<file path="src/rtl/activity_envelope_mc_if.sv">
// Sample-in / level-out bundle for the multi-channel activity envelope tracker.
// Master drives samples and control, slave (the tracker) returns levels, peaks and clip flags.
interface activity_envelope_mc_if #(
  parameter int NUM_CH = 2,
  parameter int IN_W   = 24,
  parameter int OUT_W  = 8
);
  localparam int CH_W = (NUM_CH > 1) ? $clog2(NUM_CH) : 1;

  logic                     sample_valid_i;
  logic [CH_W-1:0]          sample_ch_i;
  logic signed [IN_W-1:0]   sample_i;
  logic                     mode_i;
  logic                     clip_clr_i;
  logic [NUM_CH*OUT_W-1:0]  level_o;
  logic [NUM_CH*OUT_W-1:0]  peak_o;
  logic                     level_valid_o;
  logic [CH_W-1:0]          level_ch_o;
  logic [NUM_CH-1:0]        clip_o;

  modport master (
    output sample_valid_i, sample_ch_i, sample_i, mode_i, clip_clr_i,
    input  level_o, peak_o, level_valid_o, level_ch_o, clip_o
  );

  modport slave (
    input  sample_valid_i, sample_ch_i, sample_i, mode_i, clip_clr_i,
    output level_o, peak_o, level_valid_o, level_ch_o, clip_o
  );
endinterface

</file>
<file path="src/rtl/activity_envelope_mc.sv">
// Per-channel activity envelope (leaky integrator or attack/release follower) with
// saturated level, timed peak hold and sticky clip flags; two-stage pipeline.
module activity_envelope_mc #(
  parameter int NUM_CH        = 2,
  parameter int IN_W          = 24,
  parameter int OUT_W         = 8,
  parameter int ACC_W         = 32,
  parameter int IN_SHIFT      = 8,
  parameter int ATTACK_SHIFT  = 2,
  parameter int RELEASE_SHIFT = 10,
  parameter int SCALE_SHIFT   = 12,
  parameter int HOLD_SAMPLES  = 4800
) (
  input  logic                  clk_i,
  input  logic                  rst_ni,
  activity_envelope_mc_if.slave bus
);
  localparam int CH_W   = (NUM_CH > 1) ? $clog2(NUM_CH) : 1;
  localparam int HOLD_W = $clog2(HOLD_SAMPLES + 1);
  localparam int EW     = ACC_W + 1;
  localparam int TW     = IN_W + RELEASE_SHIFT + ACC_W;
  localparam logic signed [IN_W-1:0] POS_FS = {1'b0, {(IN_W-1){1'b1}}};
  localparam logic signed [IN_W-1:0] NEG_FS = {1'b1, {(IN_W-1){1'b0}}};

  function automatic logic [IN_W-1:0] abs_sat(input logic signed [IN_W-1:0] s);
    if (s == NEG_FS) return POS_FS;
    if (s < 0)       return $unsigned(-s);
    return $unsigned(s);
  endfunction

  function automatic logic [ACC_W-1:0] sat_acc(input logic [EW-1:0] v);
    return v[ACC_W] ? {ACC_W{1'b1}} : v[ACC_W-1:0];
  endfunction

  function automatic logic [ACC_W-1:0] sat_target(input logic [TW-1:0] v);
    return (|v[TW-1:ACC_W]) ? {ACC_W{1'b1}} : v[ACC_W-1:0];
  endfunction

  function automatic logic [OUT_W-1:0] to_level(input logic [ACC_W-1:0] e);
    logic [ACC_W-1:0] sh;
    sh = e >> SCALE_SHIFT;
    if (|sh[ACC_W-1:OUT_W]) return {OUT_W{1'b1}};
    return sh[OUT_W-1:0];
  endfunction

  logic [ACC_W-1:0]  env_q   [NUM_CH];
  logic [OUT_W-1:0]  level_q [NUM_CH];
  logic [OUT_W-1:0]  peak_q  [NUM_CH];
  logic [HOLD_W-1:0] hold_q  [NUM_CH];
  logic [NUM_CH-1:0] clip_q, clip_nxt;

  // ---- stage p0: accept sample, compute new envelope and clip flags
  logic              vld_p0;
  logic [CH_W-1:0]   ch_p0;
  logic [IN_W-1:0]   mag_p0;
  logic [EW-1:0]     env_p0, x_p0, tgt_p0, sum_p0;
  logic [ACC_W-1:0]  env_nxt_p0;

  assign ch_p0  = bus.sample_ch_i;
  assign vld_p0 = bus.sample_valid_i && (32'(bus.sample_ch_i) < NUM_CH);
  assign mag_p0 = abs_sat(bus.sample_i);

  always_comb begin
    env_p0 = {1'b0, env_q[ch_p0]};
    x_p0   = EW'(mag_p0 >> IN_SHIFT);
    tgt_p0 = {1'b0, sat_target(TW'(mag_p0 >> IN_SHIFT) << RELEASE_SHIFT)};
    if (!bus.mode_i)
      sum_p0 = env_p0 - (env_p0 >> RELEASE_SHIFT) + x_p0;
    else if (tgt_p0 > env_p0)
      sum_p0 = env_p0 + ((tgt_p0 - env_p0) >> ATTACK_SHIFT);
    else
      sum_p0 = env_p0 - ((env_p0 - tgt_p0) >> RELEASE_SHIFT);
    env_nxt_p0 = sat_acc(sum_p0);
  end

  // A set on the sampled channel overrides a simultaneous clear.
  always_comb begin
    clip_nxt = clip_q & ~{NUM_CH{bus.clip_clr_i}};
    if (vld_p0 && (bus.sample_i == POS_FS || bus.sample_i == NEG_FS))
      clip_nxt[ch_p0] = 1'b1;
  end

  logic            vld_p1;
  logic [CH_W-1:0] ch_p1;

  always_ff @(posedge clk_i or negedge rst_ni) begin
    if (!rst_ni) begin
      for (int c = 0; c < NUM_CH; c++) env_q[c] <= '0;
      clip_q <= '0;
      vld_p1 <= 1'b0;
      ch_p1  <= '0;
    end else begin
      if (vld_p0) env_q[ch_p0] <= env_nxt_p0;
      clip_q <= clip_nxt;
      vld_p1 <= vld_p0;
      ch_p1  <= ch_p0;
    end
  end

  // ---- stage p1: level, peak hold and output pulse from the freshly written envelope
  logic [OUT_W-1:0]  lvl_p1, peak_cur_p1, peak_nxt_p1;
  logic [HOLD_W-1:0] hold_cur_p1, hold_nxt_p1;
  logic              level_valid_q;
  logic [CH_W-1:0]   level_ch_q;

  always_comb begin
    lvl_p1      = to_level(env_q[ch_p1]);
    peak_cur_p1 = peak_q[ch_p1];
    hold_cur_p1 = hold_q[ch_p1];
    peak_nxt_p1 = peak_cur_p1;
    hold_nxt_p1 = hold_cur_p1;
    if (lvl_p1 >= peak_cur_p1) begin
      peak_nxt_p1 = lvl_p1;
      hold_nxt_p1 = HOLD_W'(HOLD_SAMPLES);
    end else if (hold_cur_p1 != '0) begin
      hold_nxt_p1 = hold_cur_p1 - HOLD_W'(1);
    end else begin
      peak_nxt_p1 = ((peak_cur_p1 - OUT_W'(1)) > lvl_p1) ? (peak_cur_p1 - OUT_W'(1)) : lvl_p1;
    end
  end

  always_ff @(posedge clk_i or negedge rst_ni) begin
    if (!rst_ni) begin
      for (int c = 0; c < NUM_CH; c++) begin
        level_q[c] <= '0;
        peak_q[c]  <= '0;
        hold_q[c]  <= '0;
      end
      level_valid_q <= 1'b0;
      level_ch_q    <= '0;
    end else begin
      if (vld_p1) begin
        level_q[ch_p1] <= lvl_p1;
        peak_q[ch_p1]  <= peak_nxt_p1;
        hold_q[ch_p1]  <= hold_nxt_p1;
        level_ch_q     <= ch_p1;
      end
      level_valid_q <= vld_p1;
    end
  end

  for (genvar c = 0; c < NUM_CH; c++) begin : g_pack
    assign bus.level_o[c*OUT_W +: OUT_W] = level_q[c];
    assign bus.peak_o[c*OUT_W +: OUT_W]  = peak_q[c];
  end

  assign bus.clip_o        = clip_q;
  assign bus.level_valid_o = level_valid_q;
  assign bus.level_ch_o    = level_ch_q;
endmodule

</file>
<file path="src/flat_wrapper.sv">
// flat-port wrapper written by rule: the top's interface ports become plain ports
module activity_envelope_mc_flat 
#(
  parameter int NUM_CH        = 2,
  parameter int IN_W          = 24,
  parameter int OUT_W         = 8,
  parameter int ACC_W         = 32,
  parameter int IN_SHIFT      = 8,
  parameter int ATTACK_SHIFT  = 2,
  parameter int RELEASE_SHIFT = 10,
  parameter int SCALE_SHIFT   = 12,
  parameter int HOLD_SAMPLES  = 4800
)
  (clk_i, rst_ni, bus_sample_valid_i, bus_sample_ch_i, bus_sample_i, bus_mode_i, bus_clip_clr_i, bus_level_o, bus_peak_o, bus_level_valid_o, bus_level_ch_o, bus_clip_o);
  activity_envelope_mc_if #(.NUM_CH(NUM_CH), .IN_W(IN_W), .OUT_W(OUT_W)) bus_i ();
  input  logic clk_i;
  input  logic rst_ni;
  input wire logic [$bits(bus_i.sample_valid_i)-1:0] bus_sample_valid_i;
  input wire logic [$bits(bus_i.sample_ch_i)-1:0] bus_sample_ch_i;
  input wire logic [$bits(bus_i.sample_i)-1:0] bus_sample_i;
  input wire logic [$bits(bus_i.mode_i)-1:0] bus_mode_i;
  input wire logic [$bits(bus_i.clip_clr_i)-1:0] bus_clip_clr_i;
  output wire logic [$bits(bus_i.level_o)-1:0] bus_level_o;
  output wire logic [$bits(bus_i.peak_o)-1:0] bus_peak_o;
  output wire logic [$bits(bus_i.level_valid_o)-1:0] bus_level_valid_o;
  output wire logic [$bits(bus_i.level_ch_o)-1:0] bus_level_ch_o;
  output wire logic [$bits(bus_i.clip_o)-1:0] bus_clip_o;
  assign bus_i.sample_valid_i = bus_sample_valid_i;
  assign bus_i.sample_ch_i = bus_sample_ch_i;
  assign bus_i.sample_i = bus_sample_i;
  assign bus_i.mode_i = bus_mode_i;
  assign bus_i.clip_clr_i = bus_clip_clr_i;
  assign bus_level_o = bus_i.level_o;
  assign bus_peak_o = bus_i.peak_o;
  assign bus_level_valid_o = bus_i.level_valid_o;
  assign bus_level_ch_o = bus_i.level_ch_o;
  assign bus_clip_o = bus_i.clip_o;
  activity_envelope_mc #(.NUM_CH(NUM_CH), .IN_W(IN_W), .OUT_W(OUT_W), .ACC_W(ACC_W), .IN_SHIFT(IN_SHIFT), .ATTACK_SHIFT(ATTACK_SHIFT), .RELEASE_SHIFT(RELEASE_SHIFT), .SCALE_SHIFT(SCALE_SHIFT), .HOLD_SAMPLES(HOLD_SAMPLES)) u_core (.clk_i(clk_i), .rst_ni(rst_ni), .bus(bus_i));
endmodule
</file>
<file path="config.mk">
export PLATFORM = sky130hd
export DESIGN_NAME = activity_envelope_mc_flat
export DESIGN_NICKNAME = d
export VERILOG_FILES = /design/src/rtl/activity_envelope_mc_if.sv /design/src/rtl/activity_envelope_mc.sv /design/src/flat_wrapper.sv
export SDC_FILE = /design/constraint.sdc
export NUM_CORES = 1
export LEC_CHECK = 0
export ABC_CLOCK_PERIOD_IN_PS = 5380
export BUFFER_PORTS_ARGS = -buffer_cell sky130_fd_sc_hd__buf_2
export CORE_AREA = 2 2 240 242
export DETAILED_ROUTE_END_ITERATION = 12
export DIE_AREA = 0 0 242 244
export PLACE_DENSITY = 0.39
export SYNTH_ARGS = -nofsm -noshare
export SYNTH_HDL_FRONTEND = slang
export SYNTH_SLANG_ARGS = --single-unit
</file>
<file path="constraint.sdc">
create_clock -name clk_i -period 5.38 [get_ports clk_i]
set_input_delay 1.345 -clock clk_i [delete_from_list [all_inputs] [get_ports clk_i]]
set_output_delay 1.345 -clock clk_i [all_outputs]
set_load 0.01 [all_outputs]
</file>
## Yosys cells after proc, flatten, opt, wreduce, memory -nomap -nowiden

Index checks and enable logic that the tools add are counted.

| word-level totals | value |
|---|---|
| bits in registers | 128 |
| output and inout bits | 36 |
| logic and storage cells | 89 |

| operators by class | value |
|---|---|
| $add $sub $neg | 9 |
| $lt $le $gt $ge | 10 |
| eq/ne operators | 2 |
| muxes and demuxes | 43 |
| bitwise logic cells | 5 |
| reduce and logical (&&, ||, !) cells | 7 |

Operators by type and width:

| cell | count |
|---|---|
| $mux 32 | 8 |
| $mux 24 | 4 |
| $mux 13 | 6 |
| $mux 8 | 9 |
| $mux 33 | 2 |
| $bwmux 64 | 1 |
| $eq 24x24->1 const B | 2 |
| $add 32x31->33 | 1 |
| $add 33x16->33 | 1 |
| $sub 26x32->33 | 1 |
| $sub 32x22->33 | 1 |
| $sub 32x23->33 | 1 |
| $sub 32x26->33 | 1 |
| $bwmux 16 | 2 |
| $demux 32 s1 | 1 |
| $gt 26x32->1 | 1 |
| $bwmux 26 | 1 |
| $lt 24x1->1 const B | 1 |
| $neg 24->24 | 1 |
| $demux 13 s1 | 1 |
| $reduce_bool 13->1 | 1 |
| $sub 13x1->13 const B | 1 |
| $reduce_or 12->1 | 1 |
| $demux 8 s1 | 1 |
| other kinds (16) | 26 |

## Depth between registers and ports, before layout

Gate-level depths: netlist of the first run.

| logic depth | value |
|---|---|
| depth in word-level cells | 12 |
| depth in mapped cells | 39 |
| mapped depth without buffers | 34 |

## Least setup slack after synthesis of the first run

OpenSTA, ideal clock, no wires.

| timing | value |
|---|---|
| kind | input to register |
| start point | input bus_sample_i[7] |
| end point | register u_core.env_q[35] (netlist name) |
| arrival | 9.260 ns |
| data required time | 5.255 ns |
| setup slack | -4.005 ns |
| cell stages on the path | 37 |
| cell sequence | nor4_1 -> nand2_1 -> or4_1 -> or4_1 -> or4_1 -> or4_1 -> nor3_1 -> nand3_1 -> clkbuf_1 -> nand2_1 -> inv_1 -> ha_1 -> clkbuf_1 -> nand2_1 -> o21ai_0 -> nor3_1 -> o21ai_1 -> a21oi_1 -> or3_1 -> clkbuf_1 -> clkbuf_1 -> o21ai_0 -> ha_1 -> inv_1 -> fa_1 -> a211oi_1 -> o21bai_1 -> nand3_1 -> a211o_1 -> nand4_1 -> a21oi_1 -> o21ai_0 -> a31oi_1 -> xnor2_2 -> buf_4 -> a32oi_1 -> mux2_2 |

| between the ends | value |
|---|---|
| cells in the longest elaborated chain, start to end | 11 |

Ends and longest elaborated chain:

| element | RTL line | source |
|---|---|---|
| start, declared | flat_wrapper.sv:20 | `input wire logic [$bits(bus_i.sample_i)-1:0] bus_sample_i;` |
| $lt 24x1->1 | activity_envelope_mc.sv:27 | `if (s < 0) return $unsigned(-s);` |
| $mux 1 (2 in series) | activity_envelope_mc.sv:27 |  |
| $mux 24 | activity_envelope_mc.sv:28 | `return $unsigned(s);` |
| $mux 24 * | activity_envelope_mc.sv:27 |  |
| $sub 32x26->33 or $sub 26x32->33 (tied branches) | activity_envelope_mc.sv:72, activity_envelope_mc.sv:70 |  |
| $sub 32x23->33 or $add 32x31->33 (tied branches) | activity_envelope_mc.sv:72, activity_envelope_mc.sv:70 |  |
| $mux 33 | activity_envelope_mc.sv:69 | `else if (tgt_p0 > env_p0)` |
| $mux 33 * | activity_envelope_mc.sv:67 | `if (!bus.mode_i)` |
| $mux 32 * | activity_envelope_mc.sv:32 | `return v[ACC_W] ? {ACC_W{1'b1}} : v[ACC_W-1:0];` |
| $bwmux 64 * | activity_envelope_mc.sv:93 | `if (vld_p0) env_q[ch_p0] <= env_nxt_p0;` |
| end signal, assigned by index | activity_envelope_mc.sv:93 |  |
| end, declared | activity_envelope_mc.sv:46 | `logic [ACC_W-1:0] env_q [NUM_CH];` |

Mark *: on every way between the ends. The rest lies on a longest branch, timed or not. The select of a mux whose other input is x is not followed.
A chain may end at the register's enable or synchronous reset.

## Worst setup path after layout of the first run

| timing | value |
|---|---|
| start point | input bus_sample_i[4] |
| end point | register u_core.env_q[20] (netlist name) |

Same word-level chain as after synthesis.

==> results of run 1 <==
## cell usage after synthesis, drive strengths merged (4+ instances only)
cell type,number,area share (%)
xnor2,82,5.2
nor2b,18,0.80
clkbuf,70,1.9
a32oi,17,1.1
a21o,54,2.9
fa,18,2.6
o21a,11,0.59
nand2b,21,0.94
nand4,28,1.2
a221oi,4,0.25
or4,13,0.72
and3,14,0.62
mux2i,58,4.1
or2,4,0.18
o21ai,151,5.4
nand3,34,1.2
or3,15,0.67
inv,107,2.9
dfrtp,128,23
ha,126,11
xor2,56,3.5
nand2,181,4.8
o211ai,14,0.75
nor3,27,0.96
o31ai,14,0.75
nor4,16,0.71
buf,15,0.59
nor3b,6,0.32
mux2,37,3.0
or3b,4,0.27
and2,16,0.73
nor2,131,3.5
a211o,8,0.50
a21oi,112,4.0
a31oi,63,2.8
a211oi,23,1.3
o21bai,15,0.80
## cells by family (layout without fill, tap and decap cells)
logic type / Yosys count / count (layout) / synth area share (%)
AO/OA/AOI/OAI: 524 / 524 / 23.6
XOR/XNOR: 138 / 138 / 8.67
adder cells (fa/ha/maj): 144 / 144 / 13.8
buffers and inverters: 194 / 802 / 5.38
flip-flops: 128 / 128 / 22.8
multiplexers: 95 / 95 / 7.11
other: 2 / 3 / 0.0535
AND/OR/NAND/NOR: 540 / 541 / 18.6
## worst reg2reg max path, stage by stage, from the launching register on
cell	delay, ns
dfrtp_1	0.38
or4_1	0.54
a222oi_1	0.38
buf_4	0.23
buf_12	0.14
and4_1	0.27
o21ai_0	0.16
a2bb2o_4	0.24
or4_4	0.56
nor4b_4	0.38
nand3b_1	0.15
xor2_1	0.17
nand2_1	0.10
ha_4	0.29
and3_4	0.18
nand4_1	0.11
a21oi_2	0.13
a21oi_2	0.09
o21ai_2	0.20
a31oi_4	0.14
xnor2_4	0.31
clkbuf_16	0.23
a32oi_1	0.12
mux2_2	0.30
## through the flow
step           hold slack (ns)  power (W)  util (%)
6_report                 0.470     0.0166      38.0
3_5_place_dp             0.464     0.0142      34.8
5_1_grt                  0.493     0.0180      38.0
4_1_cts                  0.478     0.0162      37.2
2_1_floorplan            0.442    0.00831         -
3_3_place_gp             0.458     0.0142      34.8
## routing by layer
metal  wire, um  up-vias  track usage (%)
li1           -     7577                -
met2      26100      258             31.7
met3       1530       45             1.59
met5          0        -                0
met1      28600     7210             26.9
met4        871        0             3.94
## sequential cells by signal (all words and copies together), names as in the netlist
register,cells
u_core.bus.clip_o,2
u_core.bus.level_ch_o,1
u_core.bus.level_o,16
u_core.bus.level_valid_o,1
u_core.bus.peak_o,16
u_core.ch_p1,1
u_core.env_q,64
u_core.hold_q,26
u_core.vld_p1,1
## worst paths after layout
kind                                                    start                            endpoint  slack (ns)  cells past startpoint
max in group asynchronous                              rst_ni        u_core.hold_q[0]$_DFFE_PN0P_        3.36                      2
min reg2reg                u_core.bus.level_o[11]$_DFFE_PN0P_  u_core.bus.level_o[11]$_DFFE_PN0P_        0.47                      2
min in group asynchronous                              rst_ni         u_core.env_q[0]$_DFFE_PN0P_        1.00                      1
max reg2reg                      u_core.env_q[36]$_DFFE_PN0P_        u_core.env_q[20]$_DFFE_PN0P_       -0.53                     23
min                        u_core.bus.level_o[11]$_DFFE_PN0P_  u_core.bus.level_o[11]$_DFFE_PN0P_        0.47                      2
max                                           bus_sample_i[4]        u_core.env_q[20]$_DFFE_PN0P_       -3.23                     34
## layout make-up
| type | instances | area, sq um |
|---|---|---|
| clock buffer | 17 | 425 |
| clock inverter | 15 | 205 |
| fill | 5901 | 34800 |
| inverter | 109 | 413 |
| multi-input combinational | 1445 | 11200 |
| sequential | 128 | 3200 |
| tap | 756 | 946 |
| timing repair buffer | 661 | 4970 |
## timing repair
| item | 4_1_cts | 5_1_grt |
|---|---|---|
| resized for setup | 104 | 67 |
| buffers inserted | 32 | 5 |
| setup endpoints to repair | 64 | 64 |
| pin swaps | 32 | 23 |
| cloned | 5 | 1 |
## power groups by stage
stage	logic, W	clock network (W)	registers, W
finish	0.0140	0.00124	0.00144
global route	0.0152	0.00132	0.00148
CTS	0.0135	0.00127	0.00144
detailed placement	0.0128	0	0.00145
global placement	0.0128	0	0.00144
floorplan	0.00686	0	0.00145
==> flow_metrics.tcl, run 1 <==
set metrics [dict create \
    status "complete, but fails checks" \
    violations "negative setup slack" \
    worst_clock_skew_ns 0.0126 \
    start_util_pct 25.0 \
    grt_pass1_vias 15200 \
    max_stage_delay_ns 0.56 \
    grt-ovfl-total 0 \
    cp_num_buf_inv 4 \
    num_io_pins 66 \
    rsz0062_at_grt "true" \
    cts_tree "built" \
    path_max_fanout 7 \
    end_kind "flop" \
    drc_errors 0 \
    syn-cell-area_sq_um 14000 \
    dieArea_sq_um 59000 \
    place_inst 3060 \
    grt_pass1_wl_um 88100 \
    cpMostUsedCell "or4_4" \
    clk-insertion-delay-late_ns 0.43 \
    worst_setup_path_start_kind "primary input" \
    firstDrtPassIters 5 \
    ys_types 74 \
    rows 87 \
    max_slew.worst_pin.slew_ns 1.05 \
    fin_cells 3131 \
    finalHoldViolCount 0 \
    routed_wl_um 57100 \
    p_sw_share_pct 46.4 \
    synth_edf_count 0 \
    antenna_found_initial 0 \
    ctsHoldBuffers 0 \
    power_frac_comb_pct 83.9 \
    fin_ws_ns -3.23 \
    max_slew_margin_pct 29.5 \
    gp_congestion 0.869 \
    postLayoutCellArea_sq_um 21300 \
    drt_iter0_markers 836 \
    die_width_um 242 \
    finalMaxSlewViolations 0 \
    power_density_nw_per_um2 780 \
    num_vias 15100 \
    p_seq_share_pct 8.7 \
    diodes 0 \
    hpwlAfterDp_um 46600 \
    nets 2536 \
    fin_crit_ns 8.61 \
    switchingPower_w 0.00772 \
    clk_pin_slew_ns 0.06 \
    yosys_warnings 0 \
    final_common_cell "buf_4" \
    p_clk_share_pct 7.5 \
    cts_root_buf "clkbuf_16" \
    io_buffer_count 65 \
    worstSetupPathType "primary input to flop" \
    netlist_instances 1765 \
    clock_path_buffers 2 \
    htree_levels 4 \
    drive_gt1_share_pct 37.1 \
    finalSetupViolations 64 \
    hp-class "flop to flop" \
    wl_per_cell_um 18.2 \
    die_h_um 244 \
    synth_ff_type "dfrtp_1" \
    finalSetupTns_ns -203.65 \
    worstPathArrival_ns 8.92 \
    p_leak_nw 9.70 \
    peakVddDrop_mv 0.299 \
    ys_seq_area_share_pct 22.8 \
    clock-sinks 128 \
    max_cap_violations 0 \
    post-place-ws_ns -4.18 \
    async_flop_share_pct 100 \
    core_area_sq_um 56200 \
    most-common-layout-cells "buf_4, nand2_1, nor2_1" \
    finalCritPeriodShare_pct 160 \
    numCtsBuffers 17 \
    grt_max_degree 93 \
    drtAntennaViolNets 0 \
    cpLargestDelayFamily "simple AND/OR/NAND/NOR gates" \
    ys_ff_latch 128 \
    via_per_inst 4.82 \
    area_growth_pct 51.9 \
    syn_avg_cell_area_sq_um 7.95 \
    grtUsageTotal_pct 19.0 \
    fmax_mhz 116 \
    cp_slowest_cell "or4_4" \
    placed_cell_area_sq_um 19500 \
    cp_data_required_time_ns 5.69 \
    internal-power_w 0.00891 \
]
No activity file was read; power rests on OpenSTA's default activity.
==> run 2: changes to the inputs <==
--- a/config.mk
+++ b/config.mk
@@ -11,6 +11,7 @@
 export DETAILED_ROUTE_END_ITERATION = 12
 export DIE_AREA = 0 0 242 244
 export PLACE_DENSITY = 0.39
+export SKIP_LAST_GASP = 1
 export SYNTH_ARGS = -nofsm -noshare
 export SYNTH_HDL_FRONTEND = slang
 export SYNTH_SLANG_ARGS = --single-unit
==> flow_metrics.tcl, run 2 (synthesis gave the netlist of run 1 again) <==
set metrics [dict create \
    cp_num_buf_inv 8 \
    grt_max_degree 93 \
    worst_clock_skew_ns 0.0114 \
    finalCritPeriodShare_pct 160 \
    clock_path_buffers 2 \
    grt_pass1_vias 15200 \
    num_vias 15000 \
    grtUsageTotal_pct 19.0 \
    end_kind "flop" \
    hold_start "u_core.bus.level_o[11]$_DFFE_PN0P_" \
    cp_data_required_time_ns 5.69 \
    firstDrtPassIters 5 \
    clock-sinks 128 \
    io_buffer_count 65 \
    cpMostUsedCell "or4_4" \
    power_density_nw_per_um2 774 \
    cpLargestDelayFamily "simple AND/OR/NAND/NOR gates" \
    crit_start "bus_sample_i[4]" \
    core_area_sq_um 56200 \
    max_slew_margin_pct 39.1 \
    die_width_um 242 \
    num_io_pins 66 \
    post-place-ws_ns -4.18 \
    violations "negative setup slack" \
    grt.busiest_layer "met2" \
    finalMaxSlewViolations 0 \
    drive_gt1_share_pct 36.3 \
    drt_iter0_markers 948 \
    clk_pin_slew_ns 0.06 \
    hpwlAfterDp_um 46600 \
    nets 2537 \
    dieArea_sq_um 59000 \
    use_met3_pct 1.59 \
    die_h_um 244 \
    regMostFlops "u_core.env_q" \
    top_regs "u_core.env_q: 64 flops, u_core.hold_q: 26 flops" \
    clk-insertion-delay-late_ns 0.43 \
    largest_register_ffs 64 \
    p_leak_nw 9.59 \
    whs_ns 0.470 \
    grt-ovfl-total 0 \
    fin_crit_ns 8.59 \
    fin_cells 3132 \
    cts_tree "built" \
    rsz0062_at_grt "true" \
    peakVddDrop_mv 0.293 \
    most-common-layout-cells "buf_4, nand2_1, nor2_1, dfrtp_1, o21ai_0" \
    htree_levels 4 \
    path_max_fanout 14 \
    area_growth_pct 49.8 \
    drtAntennaViolNets 0 \
    gr-usage-met1_pct 26.9 \
    max_stage_delay_ns 0.47 \
    routed_wl_um 56400 \
    fin_ws_ns -3.21 \
    numCtsBuffers 17 \
    met2_usage_pct 31.7 \
    hp-class "flop to flop" \
    grt_pass1_wl_um 88100 \
    timing.rr.start "u_core.env_q[36]$_DFFE_PN0P_" \
    worst_setup_path_start_kind "primary input" \
    max_slew.worst_pin.slew_ns 0.906 \
    fin_util_pct 37.4 \
    wl_per_cell_um 18.0 \
    start_util_pct 25.0 \
    status "complete, but fails checks" \
    final_common_cell "buf_4" \
    cts_root_buf "clkbuf_16" \
    max_cap_violations 0 \
    worstPathArrival_ns 8.89 \
    drc_errors 0 \
    fmax_mhz 116 \
    fill_cells 5936 \
    finalHoldViolCount 0 \
    worstSetupPathType "primary input to flop" \
    rows 87 \
    cp_slowest_cell "or3_4" \
    via_per_inst 4.80 \
    antenna_found_initial 0 \
    finalSetupViolations 64 \
    diodes 0 \
    place_inst 3060 \
    gp_congestion 0.869 \
]
run 2: changes by cell type in the layout (fill, tap and decap cells not counted), moves of 11 or more:
cell and delta:
mux2_2 +20, a31oi_4 -13, a31oi_1 +11, mux2_4 -20
run 2: worst paths after layout:
check / end / slack [ns] / depth (start not counted)
min in group asynchronous: u_core.bus.clip_o[0]$_DFF_PN0_ / 0.99 / 1
setup reg to reg: u_core.env_q[45]$_DFFE_PN0P_ / -0.44 / 23
max in group asynchronous: u_core.hold_q[0]$_DFFE_PN0P_ / 3.37 / 2
setup / recovery: u_core.env_q[45]$_DFFE_PN0P_ / -3.21 / 36
hold reg to reg: u_core.bus.level_o[11]$_DFFE_PN0P_ / 0.47 / 2
hold / removal: u_core.bus.level_o[11]$_DFFE_PN0P_ / 0.47 / 2
run 2: timing repair:
action                     in CTS  in global routing
pin swaps                      31                 20
hold buffers                    0                  0
setup endpoints to repair      64                 64
gates cloned                    5                  0
gates resized for setup        95                 27
buffers inserted               32                  5
run 2: report_power, final:
group,total (W),internal [W],switching [W]
sequential,0.00144,0.00126,0.000177
combinational,0.0136,0.00671,0.00689
clock,0.00124,0.000779,0.000459
total,0.0163,0.00875,0.00753
run 2: area by class of cell:
type | count | area [sq um] | share of cell area [%]
multi-input cells | 1445 | 10800 | 51.5
repair buffers | 662 | 5000 | 23.8
flip-flops and latches | 128 | 3200 | 15.2
well taps | 756 | 946 | 4.50
clock buffers | 17 | 425 | 2.02
inverters | 109 | 413 | 1.96
clock inverters | 15 | 205 | 0.976
run 2: tightest hold or removal path, cell delays in order, from the launching register on:
cell     delay [ns]
dfrtp_1        0.34
nand2_1        0.04
o21ai_0        0.05
run 2: routing by layer:
metal / part of all wire, % / routed length (um)
met5: 0 / 0
met2: 46 / 25900
met1: 50 / 28300
met3: 2.7 / 1500
met4: 1.4 / 770
run 2: per-stage QoR:
| stage | setup TNS, ns | area, sq um | total power [W] |
|---|---|---|---|
| 2_1_floorplan | -204.27 | 14400 | 0.00831 |
| 3_3_place_gp | -245.44 | 19500 | 0.0142 |
| 3_5_place_dp | -252.40 | 19500 | 0.0142 |
| 4_1_cts | -195.92 | 20900 | 0.0162 |
| 5_1_grt | -221.67 | 21000 | 0.0176 |
| 6_report | -201.43 | 21000 | 0.0163 |
